## src/rtl/itf_pad_if.sv

```systemverilog
// itf_pad_if: bundles the GIC-side word channels and the pad-side beat
// channels of itf_pad.
//   PORT_WIDTH : GIC word width
//   PAD_WIDTH  : off-chip pad beat width
// Modports:
//   slave  : the itf_pad view (consumes GIC words and pad beats, produces
//            pad beats and GIC words)
//   master : the surrounding environment (GIC + pad)
interface itf_pad_if #(
  parameter int PORT_WIDTH = 128,
  parameter int PAD_WIDTH  = 32
);
  // GIC -> interface
  logic                  GICITF_CmdVld;
  logic [PORT_WIDTH-1:0] GICITF_Dat;
  logic                  GICITF_DatVld;
  logic                  GICITF_DatLast;
  logic                  ITFGIC_DatRdy;
  // interface -> GIC
  logic [PORT_WIDTH-1:0] ITFGIC_Dat;
  logic                  ITFGIC_DatVld;
  logic                  ITFGIC_DatLast;
  logic                  GICITF_DatRdy;
  // interface -> pad
  logic [PAD_WIDTH-1:0]  ITFPAD_Dat;
  logic                  ITFPAD_DatVld;
  logic                  ITFPAD_DatLast;
  logic                  ITFPAD_CmdVld;
  logic                  PADITF_DatRdy;
  // pad -> interface
  logic [PAD_WIDTH-1:0]  PADITF_Dat;
  logic                  PADITF_DatVld;
  logic                  PADITF_DatLast;
  logic                  ITFPAD_DatRdy;
  // pad direction
  logic                  ITFPAD_Dir;

  modport slave (
    input  GICITF_CmdVld, GICITF_Dat, GICITF_DatVld, GICITF_DatLast,
    output ITFGIC_DatRdy,
    output ITFGIC_Dat, ITFGIC_DatVld, ITFGIC_DatLast,
    input  GICITF_DatRdy,
    output ITFPAD_Dat, ITFPAD_DatVld, ITFPAD_DatLast, ITFPAD_CmdVld,
    input  PADITF_DatRdy,
    input  PADITF_Dat, PADITF_DatVld, PADITF_DatLast,
    output ITFPAD_DatRdy,
    output ITFPAD_Dir
  );

  modport master (
    output GICITF_CmdVld, GICITF_Dat, GICITF_DatVld, GICITF_DatLast,
    input  ITFGIC_DatRdy,
    input  ITFGIC_Dat, ITFGIC_DatVld, ITFGIC_DatLast,
    output GICITF_DatRdy,
    input  ITFPAD_Dat, ITFPAD_DatVld, ITFPAD_DatLast, ITFPAD_CmdVld,
    output PADITF_DatRdy,
    output PADITF_Dat, PADITF_DatVld, PADITF_DatLast,
    input  ITFPAD_DatRdy,
    input  ITFPAD_Dir
  );
endinterface

```

## src/rtl/itf_pad.sv

```systemverilog
// itf_pad: width converter between the GIC word bus (PORT_WIDTH) and a
// narrow off-chip pad bus (PAD_WIDTH). A transfer starts with a command
// word from the GIC which is serialised onto the pad as command beats;
// bit[0] of the command then selects either GIC->pad data (OUT2OFF,
// words serialised LSB slice first) or pad->GIC data (IN2CHIP, beats
// assembled LSB first into words).
// Ports:
//   clk   : sole clock, rising edge
//   Reset : synchronous, active-high
//   bus   : itf_pad_if.slave, all GIC and pad handshake channels
module itf_pad #(
  parameter int PORT_WIDTH = 128,
  parameter int PAD_WIDTH  = 32   // PORT_WIDTH must be a multiple of this
) (
  input  logic       clk,
  input  logic       Reset,
  itf_pad_if.slave   bus
);

  localparam int RATIO = PORT_WIDTH / PAD_WIDTH;
  localparam int CNT_W = (RATIO > 1) ? $clog2(RATIO) : 1;
  localparam logic [CNT_W-1:0] LAST_BEAT = CNT_W'(RATIO - 1);

  typedef enum logic [1:0] {
    IDLE,
    CMD,
    OUT2OFF,
    IN2CHIP
  } state_t;

  state_t state;
  state_t stateNext;

  // Words viewed as RATIO slices so the beat counter indexes directly.
  logic [RATIO-1:0][PAD_WIDTH-1:0] cmdReg;
  logic [RATIO-1:0][PAD_WIDTH-1:0] outBuf;
  logic [RATIO-1:0][PAD_WIDTH-1:0] inWord;
  logic                            outFull;
  logic                            outLast;
  logic                            wordFull;
  logic                            inLast;
  logic [CNT_W-1:0]                beatCnt;

  logic finalBeat;
  logic padOutHs;
  logic padInHs;
  logic gicInHs;
  logic gicOutHs;
  logic gicRdy;

  // State register
  always_ff @(posedge clk) begin
    if (Reset) begin
      state <= IDLE;
    end else begin
      state <= stateNext;
    end
  end

  // Next state and all outputs
  always_comb begin
    stateNext          = state;
    finalBeat          = (beatCnt == LAST_BEAT);
    padOutHs           = 1'b0;
    padInHs            = 1'b0;
    gicInHs            = 1'b0;
    gicOutHs           = 1'b0;
    gicRdy             = 1'b0;
    bus.ITFGIC_DatRdy  = 1'b0;
    bus.ITFGIC_Dat     = '0;
    bus.ITFGIC_DatVld  = 1'b0;
    bus.ITFGIC_DatLast = 1'b0;
    bus.ITFPAD_Dat     = '0;
    bus.ITFPAD_DatVld  = 1'b0;
    bus.ITFPAD_DatLast = 1'b0;
    bus.ITFPAD_CmdVld  = 1'b0;
    bus.ITFPAD_DatRdy  = 1'b0;
    bus.ITFPAD_Dir     = 1'b0;

    unique case (state)
      IDLE: begin
        // Data words without a command are accepted and dropped here.
        gicRdy = 1'b1;
        if (bus.GICITF_CmdVld && bus.GICITF_DatVld) begin
          stateNext = CMD;
        end
      end

      CMD: begin
        bus.ITFPAD_Dir     = 1'b1;
        bus.ITFPAD_CmdVld  = 1'b1;
        bus.ITFPAD_DatVld  = 1'b1;
        bus.ITFPAD_Dat     = cmdReg[beatCnt];
        bus.ITFPAD_DatLast = finalBeat;
        padOutHs           = bus.PADITF_DatRdy;
        if (padOutHs && finalBeat) begin
          stateNext = cmdReg[0][0] ? OUT2OFF : IN2CHIP;
        end
      end

      OUT2OFF: begin
        bus.ITFPAD_Dir    = 1'b1;
        bus.ITFPAD_DatVld = outFull;
        padOutHs          = outFull && bus.PADITF_DatRdy;
        if (outFull) begin
          bus.ITFPAD_Dat     = outBuf[beatCnt];
          bus.ITFPAD_DatLast = outLast && finalBeat;
        end
        // Refill in the same cycle the last slice leaves, so consecutive
        // words go out without a bubble.
        gicRdy  = !outFull || (padOutHs && finalBeat);
        gicInHs = bus.GICITF_DatVld && gicRdy;
        if (padOutHs && finalBeat && outLast) begin
          stateNext = IDLE;
        end
      end

      IN2CHIP: begin
        bus.ITFPAD_DatRdy = !wordFull;
        padInHs           = bus.PADITF_DatVld && !wordFull;
        bus.ITFGIC_DatVld = wordFull;
        if (wordFull) begin
          bus.ITFGIC_Dat     = inWord;
          bus.ITFGIC_DatLast = inLast;
        end
        gicOutHs = wordFull && bus.GICITF_DatRdy;
        if (gicOutHs && inLast) begin
          stateNext = IDLE;
        end
      end

      default: begin
        stateNext = IDLE;
      end
    endcase

    bus.ITFGIC_DatRdy = gicRdy;
  end

  // Datapath: command register, outgoing buffer, incoming assembly
  always_ff @(posedge clk) begin
    if (Reset) begin
      cmdReg   <= '0;
      outBuf   <= '0;
      inWord   <= '0;
      outFull  <= 1'b0;
      outLast  <= 1'b0;
      wordFull <= 1'b0;
      inLast   <= 1'b0;
      beatCnt  <= '0;
    end else if (stateNext != state) begin
      // Every state change starts the next phase from an empty slate;
      // a word accepted on the final OUT2OFF beat is dropped here.
      beatCnt  <= '0;
      outFull  <= 1'b0;
      outLast  <= 1'b0;
      wordFull <= 1'b0;
      inLast   <= 1'b0;
      if (state == IDLE) begin
        cmdReg <= bus.GICITF_Dat;
      end
    end else begin
      unique case (state)
        CMD: begin
          if (padOutHs) begin
            beatCnt <= beatCnt + 1'b1;
          end
        end

        OUT2OFF: begin
          if (padOutHs) begin
            beatCnt <= finalBeat ? '0 : beatCnt + 1'b1;
          end
          if (gicInHs) begin
            outBuf  <= bus.GICITF_Dat;
            outFull <= 1'b1;
            outLast <= bus.GICITF_DatLast;
          end else if (padOutHs && finalBeat) begin
            outFull <= 1'b0;
          end
        end

        IN2CHIP: begin
          if (padInHs) begin
            // Clearing on the first slice leaves unfilled upper slices
            // zero when the pad ends a word early.
            if (beatCnt == '0) begin
              inWord <= '0;
            end
            inWord[beatCnt] <= bus.PADITF_Dat;
            if (finalBeat || bus.PADITF_DatLast) begin
              wordFull <= 1'b1;
              inLast   <= bus.PADITF_DatLast;
              beatCnt  <= '0;
            end else begin
              beatCnt <= beatCnt + 1'b1;
            end
          end
          if (gicOutHs) begin
            wordFull <= 1'b0;
          end
        end

        default: begin
        end
      endcase
    end
  end

endmodule

```

## src/flat_wrapper.sv

```systemverilog
// flat-port wrapper written by rule: the top's interface ports become plain ports
module itf_pad_flat 
#(
  parameter int PORT_WIDTH = 128,
  parameter int PAD_WIDTH  = 32                                           
)
  (clk, Reset, bus_GICITF_CmdVld, bus_GICITF_Dat, bus_GICITF_DatVld, bus_GICITF_DatLast, bus_ITFGIC_DatRdy, bus_ITFGIC_Dat, bus_ITFGIC_DatVld, bus_ITFGIC_DatLast, bus_GICITF_DatRdy, bus_ITFPAD_Dat, bus_ITFPAD_DatVld, bus_ITFPAD_DatLast, bus_ITFPAD_CmdVld, bus_PADITF_DatRdy, bus_PADITF_Dat, bus_PADITF_DatVld, bus_PADITF_DatLast, bus_ITFPAD_DatRdy, bus_ITFPAD_Dir);
  itf_pad_if #(.PORT_WIDTH(PORT_WIDTH), .PAD_WIDTH(PAD_WIDTH)) bus_i ();
  input  logic clk;
  input  logic Reset;
  input wire logic [$bits(bus_i.GICITF_CmdVld)-1:0] bus_GICITF_CmdVld;
  input wire logic [$bits(bus_i.GICITF_Dat)-1:0] bus_GICITF_Dat;
  input wire logic [$bits(bus_i.GICITF_DatVld)-1:0] bus_GICITF_DatVld;
  input wire logic [$bits(bus_i.GICITF_DatLast)-1:0] bus_GICITF_DatLast;
  output wire logic [$bits(bus_i.ITFGIC_DatRdy)-1:0] bus_ITFGIC_DatRdy;
  output wire logic [$bits(bus_i.ITFGIC_Dat)-1:0] bus_ITFGIC_Dat;
  output wire logic [$bits(bus_i.ITFGIC_DatVld)-1:0] bus_ITFGIC_DatVld;
  output wire logic [$bits(bus_i.ITFGIC_DatLast)-1:0] bus_ITFGIC_DatLast;
  input wire logic [$bits(bus_i.GICITF_DatRdy)-1:0] bus_GICITF_DatRdy;
  output wire logic [$bits(bus_i.ITFPAD_Dat)-1:0] bus_ITFPAD_Dat;
  output wire logic [$bits(bus_i.ITFPAD_DatVld)-1:0] bus_ITFPAD_DatVld;
  output wire logic [$bits(bus_i.ITFPAD_DatLast)-1:0] bus_ITFPAD_DatLast;
  output wire logic [$bits(bus_i.ITFPAD_CmdVld)-1:0] bus_ITFPAD_CmdVld;
  input wire logic [$bits(bus_i.PADITF_DatRdy)-1:0] bus_PADITF_DatRdy;
  input wire logic [$bits(bus_i.PADITF_Dat)-1:0] bus_PADITF_Dat;
  input wire logic [$bits(bus_i.PADITF_DatVld)-1:0] bus_PADITF_DatVld;
  input wire logic [$bits(bus_i.PADITF_DatLast)-1:0] bus_PADITF_DatLast;
  output wire logic [$bits(bus_i.ITFPAD_DatRdy)-1:0] bus_ITFPAD_DatRdy;
  output wire logic [$bits(bus_i.ITFPAD_Dir)-1:0] bus_ITFPAD_Dir;
  assign bus_i.GICITF_CmdVld = bus_GICITF_CmdVld;
  assign bus_i.GICITF_Dat = bus_GICITF_Dat;
  assign bus_i.GICITF_DatVld = bus_GICITF_DatVld;
  assign bus_i.GICITF_DatLast = bus_GICITF_DatLast;
  assign bus_ITFGIC_DatRdy = bus_i.ITFGIC_DatRdy;
  assign bus_ITFGIC_Dat = bus_i.ITFGIC_Dat;
  assign bus_ITFGIC_DatVld = bus_i.ITFGIC_DatVld;
  assign bus_ITFGIC_DatLast = bus_i.ITFGIC_DatLast;
  assign bus_i.GICITF_DatRdy = bus_GICITF_DatRdy;
  assign bus_ITFPAD_Dat = bus_i.ITFPAD_Dat;
  assign bus_ITFPAD_DatVld = bus_i.ITFPAD_DatVld;
  assign bus_ITFPAD_DatLast = bus_i.ITFPAD_DatLast;
  assign bus_ITFPAD_CmdVld = bus_i.ITFPAD_CmdVld;
  assign bus_i.PADITF_DatRdy = bus_PADITF_DatRdy;
  assign bus_i.PADITF_Dat = bus_PADITF_Dat;
  assign bus_i.PADITF_DatVld = bus_PADITF_DatVld;
  assign bus_i.PADITF_DatLast = bus_PADITF_DatLast;
  assign bus_ITFPAD_DatRdy = bus_i.ITFPAD_DatRdy;
  assign bus_ITFPAD_Dir = bus_i.ITFPAD_Dir;
  itf_pad #(.PORT_WIDTH(PORT_WIDTH), .PAD_WIDTH(PAD_WIDTH)) u_core (.clk(clk), .Reset(Reset), .bus(bus_i));
endmodule
```

## config.mk

```make
export PLATFORM = sky130hd
export DESIGN_NAME = itf_pad_flat
export DESIGN_NICKNAME = d
export VERILOG_FILES = /design/src/rtl/itf_pad_if.sv /design/src/rtl/itf_pad.sv /design/src/flat_wrapper.sv
export SDC_FILE = /design/constraint.sdc
export NUM_CORES = 1
export LEC_CHECK = 0
export BUFFER_PORTS_ARGS = -buffer_cell sky130_fd_sc_hd__buf_4
export CAP_MARGIN = 20
export CELL_PAD_IN_SITES_DETAIL_PLACEMENT = 1
export CELL_PAD_IN_SITES_GLOBAL_PLACEMENT = 2
export CORE_ASPECT_RATIO = 0.75
export CORE_MARGIN = 1.5
export CORE_UTILIZATION = 32
export CTS_CLUSTER_DIAMETER = 200
export CTS_CLUSTER_SIZE = 30
export DETAILED_ROUTE_END_ITERATION = 12
export PLACE_DENSITY = 0.84
export SYNTH_ARGS = -nofsm -noshare
export SYNTH_HDL_FRONTEND = slang
export SYNTH_SLANG_ARGS = --single-unit
```

## constraint.sdc

```tcl
create_clock -name clk -period 2.8 [get_ports clk]
set_input_delay 0.28 -clock clk [delete_from_list [all_inputs] [get_ports clk]]
set_output_delay 0.28 -clock clk [all_outputs]
set_load 0.02 [all_outputs]
```

Yosys cells after proc, flatten, opt, wreduce, memory -nomap -nowiden
Index checks and enable logic that the tools add are counted.
Widths: inputs -> output; s select.
{"block": "classes", "addsub": 1, "order_cmp": 2, "n_eq_ne": 8, "muxes": 47, "bitwise": 1, "reduce_logical": 32}
{"operator": "$mux 128", "count": 7}
{"operator": "$bmux 32 s2", "count": 2}
{"operator": "$bwmux 128", "count": 1}
{"operator": "$mux 32", "count": 4}
{"operator": "$demux 32 s2", "count": 1}
{"operator": "$pmux 32 s2", "count": 1}
{"operator": "$mux 2", "count": 9}
{"operator": "$mux 1", "count": 16}
{"operator": "$logic_and 1x1->1", "count": 12}
{"operator": "$reduce_and 3->1", "count": 4}
{"operator": "$pmux 1 s2", "count": 4}
{"operator": "$pmux 2 s4", "count": 1}
{"operator": "$eq 2x2->1 const B", "count": 3}
{"operator": "$ne 2x1->1 const B", "count": 3}
{"operator": "$pmux 2 s3", "count": 1}
{"operator": "$reduce_and 2->1", "count": 3}
{"operator": "$reduce_bool 2->1", "count": 3}
{"operator": "$logic_not 2->1", "count": 2}
{"operator": "$reduce_and 4->1", "count": 1}
{"operator": "$reduce_or 2->1", "count": 2}
{"operator": "$lt 2x3->1 const B", "count": 1}
{"operator": "$reduce_bool 3->1", "count": 1}
{"operator": "$add 2x1->2 const B", "count": 1}
{"operator": "$eq 2x1->1 const B", "count": 1}
{"operator": "5 further kinds", "count": 7}
{"block": "word_totals", "register_bits": 392, "input_bits": 169, "wordCells": 109}

Longest topological paths before layout
{"block": "logic_depth", "ltp_word": 9, "ltp_mapped": 10, "ltp_nobuf": 7}

Least setup slack after synthesis
No wires, ideal clock.
{"block": "synth_timing", "path_type": "register to register", "from": "register u_core.beatCnt[0]", "to": "register u_core.inWord[104] (netlist bit)", "setup_ns": 0.132, "arrival_time_ns": 2.567, "path_slack_ns": 0.101, "path_stages_with_launch": 9, "path_buffers": 3, "synth_period_minus_slack_ns": 2.699, "cell_sequence": "dfxtp_1 -> buf_1 -> buf_2 -> inv_1 -> ha_1 -> or4_1 -> clkbuf_1 -> o21ai_0 -> a21oi_1"}
{"block": "synth_between", "elab_chain_len": 8, "elab_cells_between_ends": 22}
{"element": "from (decl)", "line": "itf_pad.sv:42", "text": "logic [CNT_W-1:0] beatCnt;"}
{"element": "from (signal assigned)", "line": "itf_pad.sv:166", "text": "beatCnt <= beatCnt + 1'b1;"}
{"element": "from (signal assigned)", "line": "itf_pad.sv:172", "text": "beatCnt <= finalBeat ? '0 : beatCnt + 1'b1;"}
{"element": "from (signal assigned)", "line": "itf_pad.sv:196", "text": "beatCnt <= beatCnt + 1'b1;"}
{"element": "$eq 2x2->1", "line": "itf_pad.sv:63", "text": "finalBeat = (beatCnt == LAST_BEAT);"}
{"element": "$logic_and 1x1->1 (2 in a row)", "line": "itf_pad.sv:113", "text": "if (padOutHs && finalBeat && outLast) begin"}
{"element": "$mux 2", "line": "itf_pad.sv:113"}
{"element": "$pmux 2 s4", "line": "itf_pad.sv:80", "text": "unique case (state)"}
{"element": "$ne 2x2->1", "line": "itf_pad.sv:151", "text": "end else if (stateNext != state) begin"}
{"element": "$not 1->1 (no line)"}
{"element": "$reduce_and 3->1 (no line)"}
{"element": "to (signal, indexed assignment)", "line": "itf_pad.sv:190", "text": "inWord[beatCnt] <= bus.PADITF_Dat;"}
{"element": "to (decl)", "line": "itf_pad.sv:37", "text": "logic [RATIO-1:0][PAD_WIDTH-1:0] inWord;"}
Parallel ways exist; a longest one is shown, timed or not. The select of a mux whose other input is x is not followed.
A chain may end at the register's enable or synchronous reset.

Final worst setup path
{"block": "layout_timing", "from": "register u_core.beatCnt[0]", "to": "output bus_ITFPAD_Dat[24]"}
{"block": "layout_between", "elab_chain_len": 4, "elab_cells_between_ends": 6}
{"element": "$bmux 32 s2", "line": "itf_pad.sv:106", "text": "bus.ITFPAD_Dat = outBuf[beatCnt];"}
{"element": "$mux 32 (implied by the code)", "line": "itf_pad.sv:106"}
{"element": "$mux 32", "line": "itf_pad.sv:105", "text": "if (outFull) begin"}
{"element": "$pmux 32 s2 *", "line": "itf_pad.sv:80"}
{"element": "to (decl)", "line": "flat_wrapper.sv:20", "text": "output wire logic [$bits(bus_i.ITFPAD_Dat)-1:0] bus_ITFPAD_Dat;"}
Mark *: on every way between the ends. The rest lies on a longest branch, timed or not. The select of a mux whose other input is x is not followed.

==> tab_implementation.tex <==
\begin{tabular}{lr}
\hline
Metric & Value \\
\hline
\multicolumn{2}{l}{\textbf{Status}} \\
\quad Result of the run & finished clean \\
\multicolumn{2}{l}{\textbf{Synthesis}} \\
\quad Synth area leaders & sky130\_fd\_sc\_hd\_\_dfxtp\_1 42\%, sky130\_fd\_sc\_hd\_\_mux2i\_1 15\%, sky130\_fd\_sc\_hd\_\_nand2b\_1 15\% \\
\quad Fraction of synthesized cell area taken by the top area cell type & 0.4174 \\
\quad Net count after synthesis & roughly 2000 \\
\quad Number of distinct library cell variants in the gate-level netlist after synthesis & 48 \\
\quad Area of the mapped netlist & 18800 um\^{}2 \\
\quad EDFF count, synth & 0 \\
\quad Number of synthesized register bits & 392 \\
\quad Main flop type after synthesis & sky130\_fd\_sc\_hd\_\_dfxtp\_1 \\
\quad Cell count after synthesis & 1811 \\
\quad Mean Syn Cell Area & a little over 10 um\^{}2 \\
\quad Total of warnings raised by yosys & 0 \\
\quad Fraction of the yosys area taken by sequential cells & 0.4174 \\
\quad FFs w/ async S/R, synth & 0 \\
\quad Dominant cell type by area after synthesis & sky130\_fd\_sc\_hd\_\_dfxtp\_1 \\
\multicolumn{2}{l}{\textbf{GRT}} \\
\quad Antenna violations before repair & 4 \\
\quad Pin count of the biggest net entering global routing & 155 \\
\quad Global-route wire length before repair & between 90000 and 100000 um \\
\quad Global route overflow & 0 \\
\quad Vias in the first global route & 15581 \\
\quad Total routing usage reported by global routing & 0.1970 \\
\multicolumn{2}{l}{\textbf{Placed design}} \\
\quad Detailed Place HPWL & between 40000 and 50000 um \\
\quad Dpl ws & 0.1615 ns \\
\quad Quantity of I/O buffers inserted on ports & 336 \\
\quad RD Place Congestion & 0.8088 \\
\multicolumn{2}{l}{\textbf{Detailed routing}} \\
\quad Number of DRC violations after detailed-routing iteration 0 & roughly 1000 \\
\quad Via-to-Cell Ratio & 5.123 \\
\quad Via count & $\sim$15000 \\
\quad Drt wl/cell & $\sim$21 um \\
\quad DR pass1 iterations & 5 \\
\quad Detailed-route wire length & between 60000 and 70000 um \\
\quad Final antenna-violating net count & 0 \\
\quad \# DRC & 0 \\
\multicolumn{2}{l}{\textbf{Clock tree}} \\
\quad Clock root buffer & sky130\_fd\_sc\_hd\_\_clkbuf\_16 \\
\quad Max Root-Sink Buffers & 3 \\
\quad CTS tree & done \\
\quad Sinks on Clock Net & between 300 and 400 \\
\quad Maximum level of the CTS H-tree & 1 \\
\quad Skew-Pair Late Insertion Delay & between 0.5 and 0.6 ns \\
\quad Total clock buffers created by CTS & 17 \\
\quad Clock transition at the register clock pins on the worst setup and hold paths after CTS & 0.12 ns \\
\multicolumn{2}{l}{\textbf{Timing}} \\
\quad Worst slew pin tran & 1.155 ns \\
\quad Count of endpoints failing setup in the final report & 0 \\
\quad Unrepaired setup endpoints after global routing & true \\
\quad Maximum clock rate & roughly 370 MHz \\
\quad Post-route worst setup slack & 0.08728 ns \\
\quad Final Skew & 0.04142 ns \\
\quad Number of hold violations in the final report & 0 \\
\quad Max-slew headroom & 0.2297 \\
\quad Slew Limit Fails & 0 \\
\quad Minimum hold slack & 0.02640 ns \\
\quad Fin crit period & 2.713 ns \\
\quad Fin crit share & 0.9688 \\
\multicolumn{2}{l}{\textbf{Floorplanning}} \\
\quad Top-level port count & 337 \\
\quad Width of the die & approximately 280 um \\
\quad Initial core utilization & 0.3257 \\
\quad \# rows & 76 \\
\quad Die Span Y & 212.9 um \\
\quad Die Footprint & 60230 um\^{}2 \\
\quad Core Area & 57720 um\^{}2 \\
\multicolumn{2}{l}{\textbf{Worst setup path}} \\
\quad Data arrival time of the critical path & 2.43 ns \\
\quad Path depth of the worst reg2reg path & 8 \\
\quad CP max FO & 20 \\
\quad Capturing element type of the critical path & output port \\
\quad Critical path launch point type & flip-flop \\
\quad CP Launch Point & u\_core.beatCnt[0]\$\_SDFFE\_PP0P\_ \\
\quad Crit path required time & 2.52 ns \\
\quad Register-to-Register Setup Slack & approximately 0.17 ns \\
\quad Library cell contributing the largest single delay on the critical path & sky130\_fd\_sc\_hd\_\_mux4\_2 \\
\quad Largest stage delay on the critical path & between 0.5 and 0.6 ns \\
\quad Bufs and invs on worst path & 2 \\
\quad Critical setup path kind & reg2out \\
\quad Critical R2R Capture & u\_core.inWord[47]\$\_SDFFE\_PP0P\_ \\
\quad Cell family with the largest share of critical-path delay & buffers and inverters \\
\quad Launch instance of the worst register-to-register path & u\_core.beatCnt[0]\$\_SDFFE\_PP0P\_ \\
\quad Critical-path cell list & bufbuf\_16 -> mux4\_2 -> a22oi\_1 -> nor2b\_2 -> buf\_4 \\
\multicolumn{2}{l}{\textbf{Finish}} \\
\quad Top library cells by usage in the layout, fill and taps aside & 452 x sky130\_fd\_sc\_hd\_\_nand2b\_1, 389 x sky130\_fd\_sc\_hd\_\_dfxtp\_1, 368 x sky130\_fd\_sc\_hd\_\_buf\_4 \\
\quad FILL cells & 6388 \\
\quad Commonest non-fill, non-tap cell in the layout & sky130\_fd\_sc\_hd\_\_nand2b\_1 \\
\quad Fin nets & 2272 \\
\quad Area growth, synth to finish & 23.93\% \\
\quad Fraction of final layout cells sized beyond drive strength 1 & 0.2433 \\
\multicolumn{2}{l}{\textbf{Power and ir drop}} \\
\quad Clock power frac & 0.304 \\
\quad Internal Dissipation & 7.435 mW \\
\quad Combinational share of power & 0.117 \\
\quad Net switching power figure & 2.499 mW \\
\quad Leakage & $\sim$9.6 nW \\
\quad Power per cell area & 426.3 nW/um\^{}2 \\
\quad Worst voltage drop across the vdd grid & 0.3071 mV \\
\quad Sequential cell fraction of total power & 0.579 \\
\quad Switching fraction of total power & 0.2515 \\
\multicolumn{2}{l}{\textbf{Min path}} \\
\quad Launch instance of the worst min-delay path & bus\_GICITF\_Dat[75] \\
\quad Hold depth & 3 \\
\quad Endpoint of the worst hold path & u\_core.cmdReg[75]\$\_SDFFE\_PP0P\_ \\
\quad Class of the most critical hold timing path & in2reg \\
\multicolumn{2}{l}{\textbf{Job}} \\
\quad Number of max-capacitance violations reported & 0 \\
\hline
\end{tabular}
-- area by class of cell --
type | instances | area, um^2 | area share
Sequential cell | 392 | 7856 | 0.3372
Clock buffer | 19 | 432.9 | 0.01858
Multi-Input combinational cell | 1242 | 10170 | 0.4366
Inverter | 6 | 22.52 | 0.0009665
Timing Repair Buffer | 436 | 3804 | 0.1632
Clock inverter | 1 | 30.03 | 0.001289
Tap cell | 780 | 975.9 | 0.04188
Antenna cell | 3 | 7.507 | 0.0003222
-- worst min-delay path, stage by stage --
cell and delay (ns):
sky130_fd_sc_hd__buf_4 0.08, sky130_fd_sc_hd__nand2b_1 0.06, sky130_fd_sc_hd__mux2i_1 0.11
-- flip-flops by register name (all words and copies together), names as in the netlist --
| name | count |
|---|---|
| u_core.inWord | 128 |
| u_core.state | 2 |
| u_core.outLast | 1 |
| u_core.cmdReg | 128 |
| u_core.outFull | 1 |
| u_core.wordFull | 1 |
| u_core.inLast | 1 |
| u_core.outBuf | 128 |
| u_core.beatCnt | 2 |
-- cells by family after synthesis --
| family | Yosys count | share of synthesized area |
|---|---|---|
| AND/OR/NAND/NOR | 692 | 0.2286 |
| adder cells (fa/ha/maj) | 8 | 0.005324 |
| multiplexers | 353 | 0.2305 |
| AO/OA/AOI/OAI | 189 | 0.07227 |
| buffers and inverters | 177 | 0.04592 |
| flip-flops | 392 | 0.4174 |
-- routing by layer --
metal  part of all wire  wire, um  GRT usage
met2               0.49     30430     0.3363
met4              0.025      1542    0.05274
met5            0.00018        11          0
met3              0.039      2386    0.02462
met1               0.44     27460     0.2622
-- per-stage QoR --
step | power (mW) | util | setup TNS (ns) | cells | area [um^2]
after floorplan | 6.495 | - | 0 | 1811 | 18800
after global placement | 6.910 | 0.3847 | 0 | 2809 | 22210
after detailed placement | 6.945 | 0.3847 | 0 | 2809 | 22210
after CTS | 10.06 | 0.4016 | 0 | 2868 | 23180
after global routing | 10.32 | 0.4037 | -0.1320 | 2879 | 23300
final | 9.933 | 0.4037 | 0 | 2879 | 23300
-- power by group through the flow --
stage / Sequential (mW) / Combinational, mW / Clock [mW]
final: 5.75 / 1.16 / 3.02
after global routing: 5.76 / 1.24 / 3.31
after CTS: 5.75 / 1.15 / 3.16
after detailed placement: 5.87 / 1.08 / 0
after global placement: 5.86 / 1.05 / 0
after floorplan: 5.85 / 0.647 / 0
-- cell usage after synthesis, types with 2 or more instances --
library cell and n:
sky130_fd_sc_hd__a21oi_1 38, sky130_fd_sc_hd__a221oi_1 2, sky130_fd_sc_hd__a22o_1 65, sky130_fd_sc_hd__a22oi_1 33, sky130_fd_sc_hd__a31oi_1 2, sky130_fd_sc_hd__and2_1 2
sky130_fd_sc_hd__and3_1 131, sky130_fd_sc_hd__buf_1 7, sky130_fd_sc_hd__buf_12 5, sky130_fd_sc_hd__buf_2 22, sky130_fd_sc_hd__buf_4 11, sky130_fd_sc_hd__buf_6 5
sky130_fd_sc_hd__clkbuf_1 120, sky130_fd_sc_hd__dfxtp_1 392, sky130_fd_sc_hd__ha_1 8, sky130_fd_sc_hd__inv_1 6, sky130_fd_sc_hd__mux2i_1 289, sky130_fd_sc_hd__mux4_2 64
sky130_fd_sc_hd__nand2_1 9, sky130_fd_sc_hd__nand2b_1 452, sky130_fd_sc_hd__nand3_1 3, sky130_fd_sc_hd__nand3b_1 2, sky130_fd_sc_hd__nand4_1 33, sky130_fd_sc_hd__nor2_1 15
sky130_fd_sc_hd__nor2b_1 33, sky130_fd_sc_hd__nor3_2 2, sky130_fd_sc_hd__o211ai_1 2, sky130_fd_sc_hd__o21a_1 2, sky130_fd_sc_hd__o21ai_0 12, sky130_fd_sc_hd__o21ai_1 24
sky130_fd_sc_hd__or2_2 3
-- timing repair --
item	CTS	global route
endpoints found under the hold margin	82	1
pin swaps	0	2
resized for setup	12	6
buffers inserted	0	6
setup endpoints to repair	32	125
hold buffers	36	1
cloned	3	1
-- worst max-delay path by stage --
stage	cells after the start	slack, ns	endpoint
floorplan	8	0.10	u_core.inWord[104]$_SDFFE_PP0P_
CTS	7	0.01	bus_ITFPAD_Dat[24]
detailed placement	10	0.16	u_core.cmdReg[102]$_SDFFE_PP0P_
global placement	10	0.27	u_core.cmdReg[13]$_SDFFE_PP0P_
finish	5	0.09	bus_ITFPAD_Dat[24]
global route	5	-0.03	bus_ITFPAD_Dat[14]
Power figures use the tool's default switching activity.
